--- src/rtl/ycbcr2rgb565_if.sv ---
// Pixel-side bus of the YCbCr -> RGB565 converter: sync/pixel in, sync/pixel/clip statistics out.
interface ycbcr2rgb565_if #(
   parameter int unsigned CNT_W = 20
);
   logic             pre_frame_vsync;
   logic             pre_frame_hsync;
   logic             pre_frame_de;
   logic             gray_en;
   logic [7:0]       img_y;
   logic [7:0]       img_cb;
   logic [7:0]       img_cr;
   logic             post_frame_vsync;
   logic             post_frame_hsync;
   logic             post_frame_de;
   logic [15:0]      rgb565_out;
   logic [CNT_W-1:0] clip_count;
   logic             clip_count_valid;

   // Video source side: drives the YCbCr stream, observes the RGB stream.
   modport master (
      output pre_frame_vsync, pre_frame_hsync, pre_frame_de, gray_en,
      output img_y, img_cb, img_cr,
      input  post_frame_vsync, post_frame_hsync, post_frame_de,
      input  rgb565_out, clip_count, clip_count_valid
   );

   // Converter side.
   modport slave (
      input  pre_frame_vsync, pre_frame_hsync, pre_frame_de, gray_en,
      input  img_y, img_cb, img_cr,
      output post_frame_vsync, post_frame_hsync, post_frame_de,
      output rgb565_out, clip_count, clip_count_valid
   );
endinterface

--- src/rtl/ycbcr2rgb565.sv ---
// Four-stage YCbCr 4:4:4 -> RGB565 converter with gray mode, aligned sync delay
// and a per-frame clipped-pixel counter.
module ycbcr2rgb565 #(
   parameter int unsigned CNT_W = 20,
   parameter int unsigned LAT   = 4
) (
   input  logic          clk,
   input  logic          rst,
   ycbcr2rgb565_if.slave bus
);
   localparam int unsigned AW = 20;
   typedef logic signed [AW-1:0] acc_t;

   // S1: offset-removed chroma
   logic [7:0]        y1_q,  y1_d;
   logic signed [8:0] cb1_q, cb1_d;
   logic signed [8:0] cr1_q, cr1_d;
   logic              g1_q,  g1_d;

   // S2: products
   acc_t       yy2_q, yy2_d;
   acc_t       pr2_q, pr2_d;
   acc_t       pgb2_q, pgb2_d;
   acc_t       pgr2_q, pgr2_d;
   acc_t       pb2_q, pb2_d;
   logic [5:0] y2_q, y2_d;
   logic       g2_q, g2_d;
   acc_t       cb_ext, cr_ext;

   // S3: rounded sums
   acc_t       r3_q, r3_d;
   acc_t       gs3_q, gs3_d;
   acc_t       b3_q, b3_d;
   logic [5:0] y3_q, y3_d;
   logic       g3_q, g3_d;

   // S4: packed pixel and clip flag
   logic [15:0] rgb4_q, rgb4_d;
   logic        clip4_q, clip4_d;

   logic [LAT-1:0] vs_q, vs_d;
   logic [LAT-1:0] hs_q, hs_d;
   logic [LAT-1:0] de_q, de_d;

   logic             vs_prev_q, vs_prev_d;
   logic [CNT_W-1:0] acc_q, acc_d;
   logic [CNT_W-1:0] cnt_q, cnt_d;
   logic             cnt_vld_q, cnt_vld_d;
   logic             vs_rise;
   logic             contrib;

   // Channel overflowed [0,255] before truncation to its packed width.
   function automatic logic chan_clip(input acc_t sum);
      acc_t sh;
      sh = sum >>> 8;
      return (sh < acc_t'(0)) || (sh > acc_t'(255));
   endfunction

   // Clamp-then-truncate to 5 bits equals clamping the sum shifted by 8+3.
   function automatic logic [4:0] chan5(input acc_t sum);
      acc_t sh;
      sh = sum >>> 11;
      if (sh < acc_t'(0))       return 5'd0;
      else if (sh > acc_t'(31)) return 5'h1F;
      else                      return sh[4:0];
   endfunction

   function automatic logic [5:0] chan6(input acc_t sum);
      acc_t sh;
      sh = sum >>> 10;
      if (sh < acc_t'(0))       return 6'd0;
      else if (sh > acc_t'(63)) return 6'h3F;
      else                      return sh[5:0];
   endfunction

   always_comb begin
      y1_d  = bus.img_y;
      cb1_d = $signed({1'b0, bus.img_cb}) - 9'sd128;
      cr1_d = $signed({1'b0, bus.img_cr}) - 9'sd128;
      g1_d  = bus.gray_en;

      cb_ext = acc_t'(cb1_q);
      cr_ext = acc_t'(cr1_q);
      yy2_d  = acc_t'({y1_q, 8'h00});
      pr2_d  = cr_ext * acc_t'(359);
      pgb2_d = cb_ext * acc_t'(88);
      pgr2_d = cr_ext * acc_t'(183);
      pb2_d  = cb_ext * acc_t'(454);
      y2_d   = y1_q[7:2];
      g2_d   = g1_q;

      r3_d  = yy2_q + pr2_q + acc_t'(128);
      gs3_d = yy2_q - pgb2_q - pgr2_q + acc_t'(128);
      b3_d  = yy2_q + pb2_q + acc_t'(128);
      y3_d  = y2_q;
      g3_d  = g2_q;

      if (g3_q) begin
         rgb4_d  = {y3_q[5:1], y3_q, y3_q[5:1]};
         clip4_d = 1'b0;
      end else begin
         rgb4_d  = {chan5(r3_q), chan6(gs3_q), chan5(b3_q)};
         clip4_d = chan_clip(r3_q) | chan_clip(gs3_q) | chan_clip(b3_q);
      end
   end

   // Sync delay lines sized to the pixel pipeline depth.
   always_comb begin
      vs_d = {vs_q[LAT-2:0], bus.pre_frame_vsync};
      hs_d = {hs_q[LAT-2:0], bus.pre_frame_hsync};
      de_d = {de_q[LAT-2:0], bus.pre_frame_de};
   end

   // Clip counter: a pixel coinciding with the vsync rise belongs to the new frame.
   always_comb begin
      vs_prev_d = vs_q[LAT-1];
      vs_rise   = vs_q[LAT-1] & ~vs_prev_q;
      contrib   = de_q[LAT-1] & clip4_q;
      cnt_d     = cnt_q;
      cnt_vld_d = 1'b0;
      acc_d     = acc_q;
      if (vs_rise) begin
         cnt_d     = acc_q;
         cnt_vld_d = 1'b1;
         acc_d     = CNT_W'(contrib);
      end else if (contrib && (acc_q != {CNT_W{1'b1}})) begin
         acc_d     = acc_q + CNT_W'(1);
      end
   end

   always_ff @(posedge clk) begin
      if (rst) begin
         y1_q      <= '0;
         cb1_q     <= '0;
         cr1_q     <= '0;
         g1_q      <= 1'b0;
         yy2_q     <= '0;
         pr2_q     <= '0;
         pgb2_q    <= '0;
         pgr2_q    <= '0;
         pb2_q     <= '0;
         y2_q      <= '0;
         g2_q      <= 1'b0;
         r3_q      <= '0;
         gs3_q     <= '0;
         b3_q      <= '0;
         y3_q      <= '0;
         g3_q      <= 1'b0;
         rgb4_q    <= '0;
         clip4_q   <= 1'b0;
         vs_q      <= '0;
         hs_q      <= '0;
         de_q      <= '0;
         vs_prev_q <= 1'b0;
         acc_q     <= '0;
         cnt_q     <= '0;
         cnt_vld_q <= 1'b0;
      end else begin
         y1_q      <= y1_d;
         cb1_q     <= cb1_d;
         cr1_q     <= cr1_d;
         g1_q      <= g1_d;
         yy2_q     <= yy2_d;
         pr2_q     <= pr2_d;
         pgb2_q    <= pgb2_d;
         pgr2_q    <= pgr2_d;
         pb2_q     <= pb2_d;
         y2_q      <= y2_d;
         g2_q      <= g2_d;
         r3_q      <= r3_d;
         gs3_q     <= gs3_d;
         b3_q      <= b3_d;
         y3_q      <= y3_d;
         g3_q      <= g3_d;
         rgb4_q    <= rgb4_d;
         clip4_q   <= clip4_d;
         vs_q      <= vs_d;
         hs_q      <= hs_d;
         de_q      <= de_d;
         vs_prev_q <= vs_prev_d;
         acc_q     <= acc_d;
         cnt_q     <= cnt_d;
         cnt_vld_q <= cnt_vld_d;
      end
   end

   assign bus.post_frame_vsync = vs_q[LAT-1];
   assign bus.post_frame_hsync = hs_q[LAT-1];
   assign bus.post_frame_de    = de_q[LAT-1];
   assign bus.rgb565_out       = rgb4_q;
   assign bus.clip_count       = cnt_q;
   assign bus.clip_count_valid = cnt_vld_q;
endmodule
--- src/flat_wrapper.sv ---
// flat-port wrapper written by rule: the top's interface ports become plain ports
module ycbcr2rgb565_flat 
#(
   parameter int unsigned CNT_W = 20,
   parameter int unsigned LAT   = 4
)
  (clk, rst, bus_pre_frame_vsync, bus_pre_frame_hsync, bus_pre_frame_de, bus_gray_en, bus_img_y, bus_img_cb, bus_img_cr, bus_post_frame_vsync, bus_post_frame_hsync, bus_post_frame_de, bus_rgb565_out, bus_clip_count, bus_clip_count_valid);
  ycbcr2rgb565_if #(.CNT_W(CNT_W)) bus_i ();
  input  logic clk;
  input  logic rst;
  input wire logic [$bits(bus_i.pre_frame_vsync)-1:0] bus_pre_frame_vsync;
  input wire logic [$bits(bus_i.pre_frame_hsync)-1:0] bus_pre_frame_hsync;
  input wire logic [$bits(bus_i.pre_frame_de)-1:0] bus_pre_frame_de;
  input wire logic [$bits(bus_i.gray_en)-1:0] bus_gray_en;
  input wire logic [$bits(bus_i.img_y)-1:0] bus_img_y;
  input wire logic [$bits(bus_i.img_cb)-1:0] bus_img_cb;
  input wire logic [$bits(bus_i.img_cr)-1:0] bus_img_cr;
  output wire logic [$bits(bus_i.post_frame_vsync)-1:0] bus_post_frame_vsync;
  output wire logic [$bits(bus_i.post_frame_hsync)-1:0] bus_post_frame_hsync;
  output wire logic [$bits(bus_i.post_frame_de)-1:0] bus_post_frame_de;
  output wire logic [$bits(bus_i.rgb565_out)-1:0] bus_rgb565_out;
  output wire logic [$bits(bus_i.clip_count)-1:0] bus_clip_count;
  output wire logic [$bits(bus_i.clip_count_valid)-1:0] bus_clip_count_valid;
  assign bus_i.pre_frame_vsync = bus_pre_frame_vsync;
  assign bus_i.pre_frame_hsync = bus_pre_frame_hsync;
  assign bus_i.pre_frame_de = bus_pre_frame_de;
  assign bus_i.gray_en = bus_gray_en;
  assign bus_i.img_y = bus_img_y;
  assign bus_i.img_cb = bus_img_cb;
  assign bus_i.img_cr = bus_img_cr;
  assign bus_post_frame_vsync = bus_i.post_frame_vsync;
  assign bus_post_frame_hsync = bus_i.post_frame_hsync;
  assign bus_post_frame_de = bus_i.post_frame_de;
  assign bus_rgb565_out = bus_i.rgb565_out;
  assign bus_clip_count = bus_i.clip_count;
  assign bus_clip_count_valid = bus_i.clip_count_valid;
  ycbcr2rgb565 #(.CNT_W(CNT_W), .LAT(LAT)) u_core (.clk(clk), .rst(rst), .bus(bus_i));
endmodule
--- config.mk ---
export PLATFORM = sky130hd
export DESIGN_NAME = ycbcr2rgb565_flat
export DESIGN_NICKNAME = d
export VERILOG_FILES = /design/src/rtl/ycbcr2rgb565_if.sv /design/src/rtl/ycbcr2rgb565.sv /design/src/flat_wrapper.sv
export SDC_FILE = /design/constraint.sdc
export NUM_CORES = 1
export LEC_CHECK = 0
export CORE_MARGIN = 4
export CORE_UTILIZATION = 55
export CTS_BUF_LIST = sky130_fd_sc_hd__clkbuf_8 sky130_fd_sc_hd__clkbuf_16
export CTS_CLUSTER_DIAMETER = 40
export DETAILED_ROUTE_END_ITERATION = 8
export PLACE_DENSITY = 0.74
export SLEW_MARGIN = 0
export SYNTH_ARGS = -nofsm -noshare
export SYNTH_HDL_FRONTEND = slang
export SYNTH_SLANG_ARGS = --single-unit
--- constraint.sdc ---
create_clock -name clk -period 6.63 [get_ports clk]
set_input_delay 1.326 -clock clk [delete_from_list [all_inputs] [get_ports clk]]
set_output_delay 1.326 -clock clk [all_outputs]
set_load 0.01 [all_outputs]
### Yosys cells after proc, flatten, opt, wreduce, memory -nomap -nowiden

Cells that the tools add are included.

* $add $sub $neg: 10
* multiply operators: 4
* $lt $le $gt $ge: 12
* equality and inequality tests: 1
* mux-type cells: 10
* bitwise operators: 5
* reduce and logical (&&, ||, !) cells: 7

Operator list (number)
* $add 20x9->20 const B: 3
* $add 20x20->20: 2
* $sub 20x20->20: 2
* $gt 12x9->1 const B: 3
* $lt 12x1->1 const B: 3
* $mul 9x9->18 const B: 2
* $add 20x1->20 const B: 1
* $mux 5: 4
* $ne 20x20->1 const B: 1
* $mul 9x10->19 const B: 1
* $gt 9x6->1 const B: 2
* $lt 9x1->1 const B: 2
* $sub 8x8->9 const B: 2
* $mux 16: 1
* $mul 9x5->14 const B: 1
* $mux 6: 2
* $gt 10x7->1 const B: 1
* $lt 10x1->1 const B: 1
* $reduce_or 2->1: 2
* $logic_or 1x1->1: 3
* $mux 1: 3
* $and 1x1->1: 2
* $or 1x1->1: 2
* $reduce_bool 2->1: 1
* other kinds (2): 2

* bits in registers: 272
* input bits: 30
* output and inout port bits: 40

### Depth between registers and ports, before layout

Gate-level depths: netlist (run 1).

* depth in word-level cells: 4
* depth in mapped cells: 16
* gate-level depth less buffers: 16

### Least setup slack after synthesis (run 1)

Ideal clock, no wire load.

* kind: reg-to-reg
* start point: register u_core.cr1_q[7]
* end point: register u_core.pr2_q[15]
* setup time: 0.128 ns
* arrival time: 4.877 ns
* setup slack: 1.625 ns
* cell stages (with the launch flop): 15
* path buffers: 1
* clock period less this slack: 5.005 ns
* cell sequence: dfxtp_1 > clkbuf_1 > inv_1 > ha_1 > ha_1 > fa_1 > fa_1 > fa_1 > ha_1 > and4b_1 > a221o_2 > o41a_4 > a311oi_2 > xor2_1 > nor2_1

* longest elaborated chain between the ends: 1

Ends and longest elaborated chain
* start: declaration: line ycbcr2rgb565.sv:17 `logic signed [8:0] cr1_q, cr1_d;`
* start signal: assignment: line ycbcr2rgb565.sv:161 `cr1_q <= cr1_d;`
* $mul 9x10->19: line ycbcr2rgb565.sv:85 `pr2_d = cr_ext * acc_t'(359);`
* end signal: assignment: line ycbcr2rgb565.sv:164 `pr2_q <= pr2_d;`
* end: declaration: line ycbcr2rgb565.sv:22 `acc_t pr2_q, pr2_d;`

No other way between the ends.
A chain may end at the register's enable or synchronous reset.

### Final worst setup path (run 1)

Ends and elaborated chain as after synthesis.

==> metrics, run 1 <==
Max rail drop VDD 154.3 uV; Async SR Flop Fraction 0%; FF-to-FF setup slack ~1.3 ns; RSZ-0062 raised after global routing no; clk_lat worst skew approximately 0.44 ns; WP data arrival 5.62 ns; vias per cell between 5 and 6; number of buffers created by CTS 17; FF-to-FF End u_core.pr2_q[15]; most frequent cells in the layout dfxtp_1 (196), inv_1 (189), ha_1 (182), nor2_1 (115), nor2b_1 (81); Final Hold Vio Count 0; Tcrit/Tclk final 80.29%; synthesized area approximately 13000 sq um; overall die area 25360 sq um; clk root buf clkbuf_16; Max-cap violations 0; I/O pin count 70; Post-synth EDFFs 0; Critical Path Sink u_core.pr2_q[15]; R2R cell count 13; vias after detailed routing 9105; Worst setup EP type flop; top_reg_cell synth dfxtp_1; leak pwr between 6 and 7 nW; Syn Area/Cell about 9.4 sq um; area grow syn2layout 12.73%; GR Overflow Total 0; Die Ht 159.2 um; Core ar. between 20000 and 25000 sq um; DR pass1 iterations 5; net switching power between 1.5 and 2 mW; Routability Congestion 0.8820; H-Tree Level Count 4; die width about 160 um; IO Port Bufs 69; startpoint types flop; Seq/Total Area, Yosys 31.19%; Crit path largest cell delay ~0.86 ns; post-layout util 62.83%; post-synth net total 1622; Residual DRC 0; first-pass GRT wire length around 43000 um; critical path, cell by cell inv_1, ha_1, ha_1, fa_1, fa_1, fa_1, ha_1, and4b_1, a221o_2, o41a_4, a311oi_2, xor2_1, nor2_1; final wirelength approximately 25000 um; pwr dens approximately 300 nW/um^2; fmax approximately 190 MHz; CP startpoint u_core.cr1_q[7]; setup violators final 0; largest net degree at the start of global routing 84; worst-margin pin slew just over 0.8 ns; Max Slew Vio Count 0; Nets about 1700; largest area contributor in the netlist dfxtp_1; Total Neg Setup Slack 0 ns; Clock Skew ~0.017 ns; DR iter-0 viols approximately 430; clock tree from TritonCTS done; most common cell after layout, fill and taps aside dfxtp_1; worst r2r src u_core.cr1_q[7]; post-CTS sizing 0; Yosys warnings 0; # Post-CTS Setup Buffers 0; critical-path maximum fanout 19; Flop pwr share ~34%; gr usage total 20.50%; Post-DRT Antenna Nets 0; CTS clk-pin slew, worst paths 0.09 ns; share of cells above drive strength 1 4.317%; fill cell count about 1900; initial core utilization between 50% and 60%; CP Class flop to flop; initial antenna violation count 1; n_diodes 0; Slowest-stage cell, CP dfxtp_1; Gate Count Post-Synth roughly 1300; Synth cell types 62; Min-Delay Path Class flop to flop; Switching Share a little under two fifths; vias in the first global route between 9000 and 10000; Logic pwr share 39.9%; FP Rows 55; Area contributors post-synth dfxtp_1 (31%), ha_1 (18%), fa_1 (11%); Slew headroom 45.21%; Clk pwr share about a quarter; CTS Sinks between 150 and 200; Wirelength per Cell 14.89 um; Hold Buf Count CTS 0; Pint roughly 2.6 mW; post-DP HPWL about 20000 um; Required @ worst endpoint between 6 and 7 ns; outcome finished, final reports clean; Longest Clk Path Bufs 2; flops & latches, synth between 150 and 200; post-synth top area share about 31%; fin crit period between 5 and 6 ns
-- stage by stage --
stage               power, mW  cells  hold slack, ns  instance area, sq um  setup slack (ns)
floorplan               2.661   1341          0.4138                 12580             1.625
global placement        3.024   1666          0.4156                 13530             1.427
detailed placement      3.063   1666          0.4223                 13530             1.327
CTS                     4.166   1698          0.4407                 14180             1.298
global route            4.454   1698          0.4565                 14180             1.011
finish                  4.135   1698          0.4357                 14180             1.307
-- cell type report --
| cell class | count | area, sq um | area share [%] |
|---|---|---|---|
| clock buffer | 17 | 425.4 | 3.000 |
| clock inverter | 15 | 227.7 | 1.606 |
| inverter | 189 | 709.4 | 5.003 |
| multi-input combinational | 923 | 7820 | 55.14 |
| sequential | 196 | 3924 | 27.67 |
| tap | 285 | 356.6 | 2.515 |
| timing repair buffer | 73 | 718.2 | 5.064 |
-- flip-flops by register name, summed over array words and instances, names as in the netlist, 2 cells and up --
signal and cells:
u_core.pgb2_q 11, u_core.vs_q 4, u_core.acc_q 20, u_core.cb1_q 8, u_core.r3_q 9, u_core.pgr2_q 18
u_core.y1_q 8, u_core.pr2_q 12, u_core.y2_q 6, u_core.yy2_q 2, u_core.y3_q 6, u_core.gs3_q 10
u_core.hs_q 4, u_core.pb2_q 15, u_core.bus.rgb565_out 16, u_core.de_q 4, u_core.cr1_q 8, u_core.bus.clip_count 20
u_core.b3_q 9
-- routing by layer --
layer	track usage (%)	up-vias	share of wire (%)
met5	0	-	0
met4	5.562	0	1.9
li1	-	4600	-
met3	3.883	41	4.4
met2	35.60	177	48
met1	26.31	4287	45
-- power groups by stage --
stage / clock [mW] / combinational [mW] / sequential [mW]
after floorplan: 0 / 1.25 / 1.41
after global placement: 0 / 1.60 / 1.43
after detailed placement: 0 / 1.63 / 1.43
after CTS: 1.11 / 1.65 / 1.41
after global routing: 1.15 / 1.88 / 1.42
final: 1.08 / 1.65 / 1.40
-- worst max-delay path: cells and delay by family (launching register included) --
| kind | cells | cell delay [ns] |
|---|---|---|
| adders and majority gates | 6 | 2.54 |
| AOI/OAI and AO/OA | 3 | 1.09 |
| DFF | 1 | 0.86 |
| and+or+nand+nor | 2 | 0.26 |
| buffers and inverters | 1 | 0.25 |
| xor gates and xnor gates | 1 | 0.16 |
-- cell families (layout without fill, tap and decap cells) --
group                      count (synthesis)  after routing  share of synthesized area [%]
adders and majority gates                251            251                          29.08
buffers and inverters                    222            294                          6.644
DFF                                      196            196                          31.19
AOI/OAI and AO/OA                        226            226                          12.12
muxes                                     15             15                          1.273
and+or+nand+nor                          357            357                          14.53
xor gates and xnor gates                  74             74                          5.152
-- worst min-delay path by stage --
| stage | endpoint | from | cells after the start |
|---|---|---|---|
| floorplan | u_core.de_q[1] | u_core.de_q[0] | 1 |
| global placement | u_core.hs_q[1] | u_core.hs_q[0] | 1 |
| detailed placement | u_core.de_q[2] | u_core.de_q[1] | 1 |
| CTS | u_core.hs_q[1] | u_core.hs_q[0] | 1 |
| global route | u_core.hs_q[1] | u_core.hs_q[0] | 1 |
| finish | u_core.hs_q[1] | u_core.hs_q[0] | 1 |
-- Yosys cell counts (all sizes together), types with 7 or more instances --
library cell	instances
nor2	115
or3	9
nand4	11
a21o	14
nand2	45
a211oi	15
dfxtp	196
mux2	8
inv	189
mux2i	7
xor2	36
nand2b	8
nor2b	81
and3	7
o21ai	48
nand3	17
a22o	21
buf	10
clkbuf	23
ha	182
a21oi	57
o21a	15
fa	69
nor3	32
xnor2	38
Note: power is estimated with default switching activity, not from simulation.
==> run 2: changes to the inputs <==
--- a/config.mk
+++ b/config.mk
@@ -10,7 +10,7 @@
 export CTS_BUF_LIST = sky130_fd_sc_hd__clkbuf_8 sky130_fd_sc_hd__clkbuf_16
 export CTS_CLUSTER_DIAMETER = 40
 export DETAILED_ROUTE_END_ITERATION = 8
-export PLACE_DENSITY = 0.74
+export PLACE_DENSITY = 0.77
 export SLEW_MARGIN = 0
 export SYNTH_ARGS = -nofsm -noshare
 export SYNTH_HDL_FRONTEND = slang
==> constraint.sdc (replaced) <==
create_clock -name clk -period 4.8 [get_ports clk]
set_input_delay 0.96 -clock clk [delete_from_list [all_inputs] [get_ports clk]]
set_output_delay 0.96 -clock clk [all_outputs]
set_load 0.01 [all_outputs]
==> run 2 against run 1 <==
  * Power increased by 38%
  * Sequential power increased by 38%
  * Clock power increased by 33%
  * Non-clock buffer count increased by 12
  * Highest routed layer unchanged
  * Register-to-register slack got worse by 1.1 ns
  * Design area increased by 0.42%
  * Cell count increased by 0.71%
  * Global-route usage increased by 0.68 points
  * Flip-flop and latch count unchanged
==> metrics, run 2 (synthesis gave the netlist of run 1 again) <==
vias after detailed routing 9313 (+2.3%); worst-margin pin slew 0.8123 ns (-0.008503 ns); Min-Delay Path Class flop to flop; initial core utilization 55.73% (unchanged); vias per cell 5.446 (+1.6%); Wirelength per Cell 15.32 um (+2.9%); worst r2r src u_core.cr1_q[1]; pwr dens 400.7 nW/um^2 (+37%); die width 159.2 um (unchanged); critical-path maximum fanout 5 (-14); Hold EP u_core.g3_q; fin crit period 4.625 ns (-0.6981 ns); CP startpoint u_core.cr1_q[1]; Logic pwr share 41.0% (+1.1 points); area grow syn2layout 13.21%; Max Slew Vio Count 0 (unchanged); Pint 3.579 mW (+38%); RSZ-0062 raised after global routing yes; FF-to-FF setup slack 0.18 ns (-1.13 ns); share of cells above drive strength 1 5.474% (+1.2 points); DR pass1 iterations 6 (+1); final wirelength 26190 um (+3.6%); IO Port Bufs 69 (unchanged); overall die area 25360 sq um (unchanged); Tcrit/Tclk final 96.35% (+16 points); FF-to-FF End u_core.pr2_q[15]; Flop pwr share 33.8% (-0.2 points); Residual DRC 0 (unchanged); Longest Clk Path Bufs 2 (unchanged); n_diodes 0 (unchanged); R2R cell count 16 (+3); vias in the first global route 9326 (+2.8%); Min-Delay Path Depth 1 (unchanged); startpoint types flop; Worst setup EP type flop; Clock Skew 0.01459 ns (-0.002195 ns); first-pass GRT wire length 44550 um (+3.2%); I/O pin count 70 (unchanged); Max rail drop VDD 252.3 uV (+63%); fmax 216.2 MHz (+15%); number of buffers created by CTS 17 (unchanged); Final Hold Vio Count 0 (unchanged); most common cell after layout, fill and taps aside dfxtp_1; outcome finished, final reports clean; clk root buf clkbuf_16; largest net degree at the start of global routing 78 (-7.1%); GR Overflow Total 0 (unchanged); WP data arrival 4.92 ns (-0.70 ns); Slew headroom 45.85% (+0.64 points); hold_ws 0.4389 ns (+0.003161 ns); Switching Share 37.29% (+0.16 points); Total Neg Setup Slack 0 ns (unchanged); post-layout util 63.09% (+0.27 points); clock tree from TritonCTS done; setup violators final 0 (unchanged); Clk pwr share 25.2% (-1.0 points); post-DP HPWL 20460 um (+3.2%); Die Ht 159.2 um (unchanged); Core ar. 22570 sq um (unchanged); Max-cap violations 0 (unchanged); net switching power 2.128 mW (+39%); CTS clk-pin slew, worst paths 0.08 ns (about the same); Nets 1693 (+0.71%); Required @ worst endpoint 5.10 ns (-1.82 ns); FP Rows 55 (unchanged); Worst Hold Launch u_core.g2_q; gr usage total 21.18% (+0.68 points); DR iter-0 viols 615 (+42%); initial antenna violation count 0 (-1); clk_lat worst skew 0.44 ns (about the same); PnR Total Power 5.707 mW (+38%); most frequent cells in the layout dfxtp_1 (193), inv_1 (189), ha_1 (181), nor2_1 (115), nor2b_1 (81); H-Tree Level Count 4 (unchanged); leak pwr 6.533 nW (+0.64%); Routability Congestion 0.8876 (+0.63%); CP Class flop to flop; Post-DRT Antenna Nets 0 (unchanged); CTS Sinks 196 (unchanged)
==> run 2: cell count changes in the layout (fill, tap and decap cells not counted), moves of 2 or more <==
cell	before	now
buf_4	5	17
clkinv_2	0	2
clkinv_8	6	4
dfxtp_1	196	193
dfxtp_2	0	3
inv_12	5	2
inv_8	1	4
==> run 2: cell type report <==
| type | count | area [sq um] |
|---|---|---|
| well taps | 285 | 356.6 |
| multi-input cells | 923 | 7835 |
| inverters | 189 | 709.4 |
| clock inverters | 15 | 178.9 |
| fillers | 1860 | 8330 |
| repair buffers | 85 | 808.3 |
| flip-flops and latches | 196 | 3928 |
| clock buffers | 17 | 425.4 |
==> run 2: through the flow <==
| stage | instances | worst slack [ns] | cell area, sq um |
|---|---|---|---|
| 2_1_floorplan | 1341 | 0.04156 | 12580 |
| 5_1_grt | 1710 | -0.009777 | 14240 |
| 6_report | 1710 | 0.1751 | 14240 |
| 3_5_place_dp | 1678 | 0.09858 | 13620 |
| 4_1_cts | 1710 | 0.06558 | 14220 |
| 3_3_place_gp | 1678 | 0.1848 | 13620 |
==> run 2: routing by layer <==
| metal | global-route usage [%] | vias to the layer above | share of wire (%) |
|---|---|---|---|
| li1 | - | 4628 | - |
| met5 | 0 | - | 0 |
| met2 | 36.82 | 232 | 48 |
| met4 | 5.957 | 0 | 1.6 |
| met3 | 3.262 | 36 | 4.8 |
| met1 | 27.54 | 4417 | 45 |
==> run 2: worst max path at each step <==
stage                                   to
final                     u_core.pr2_q[15]
after global routing      u_core.pr2_q[15]
after detailed placement  u_core.pr2_q[15]
after floorplan           u_core.pr2_q[15]
after global placement    u_core.pr2_q[15]
after CTS                 u_core.pr2_q[15]
==> run 2: power groups by stage <==
stage	sequential (mW)	clock (mW)	combinational (mW)
finish	1.93	1.44	2.34
global route	1.95	1.53	2.66
CTS	1.93	1.46	2.32
detailed placement	1.97	0	2.29
global placement	1.96	0	2.23
floorplan	1.95	0	1.72
==> run 2: what timing repair did <==
action | CTS | global route
hold buffers | 0 | 0
buffers inserted | 0 | 0
setup endpoints to repair | 0 | 5
resized for setup | 0 | 4
==> run 2: critical path: stages, from the launching register on <==
cell,delay (ns)
dfxtp_2,0.35
inv_1,0.04
ha_1,0.26
inv_1,0.05
fa_1,0.47
inv_1,0.05
fa_1,0.48
inv_1,0.06
fa_1,0.43
fa_2,0.58
ha_4,0.22
and4b_1,0.19
a221o_2,0.39
o41a_4,0.41
a311oi_2,0.30
xor2_1,0.16
nor2_1,0.05
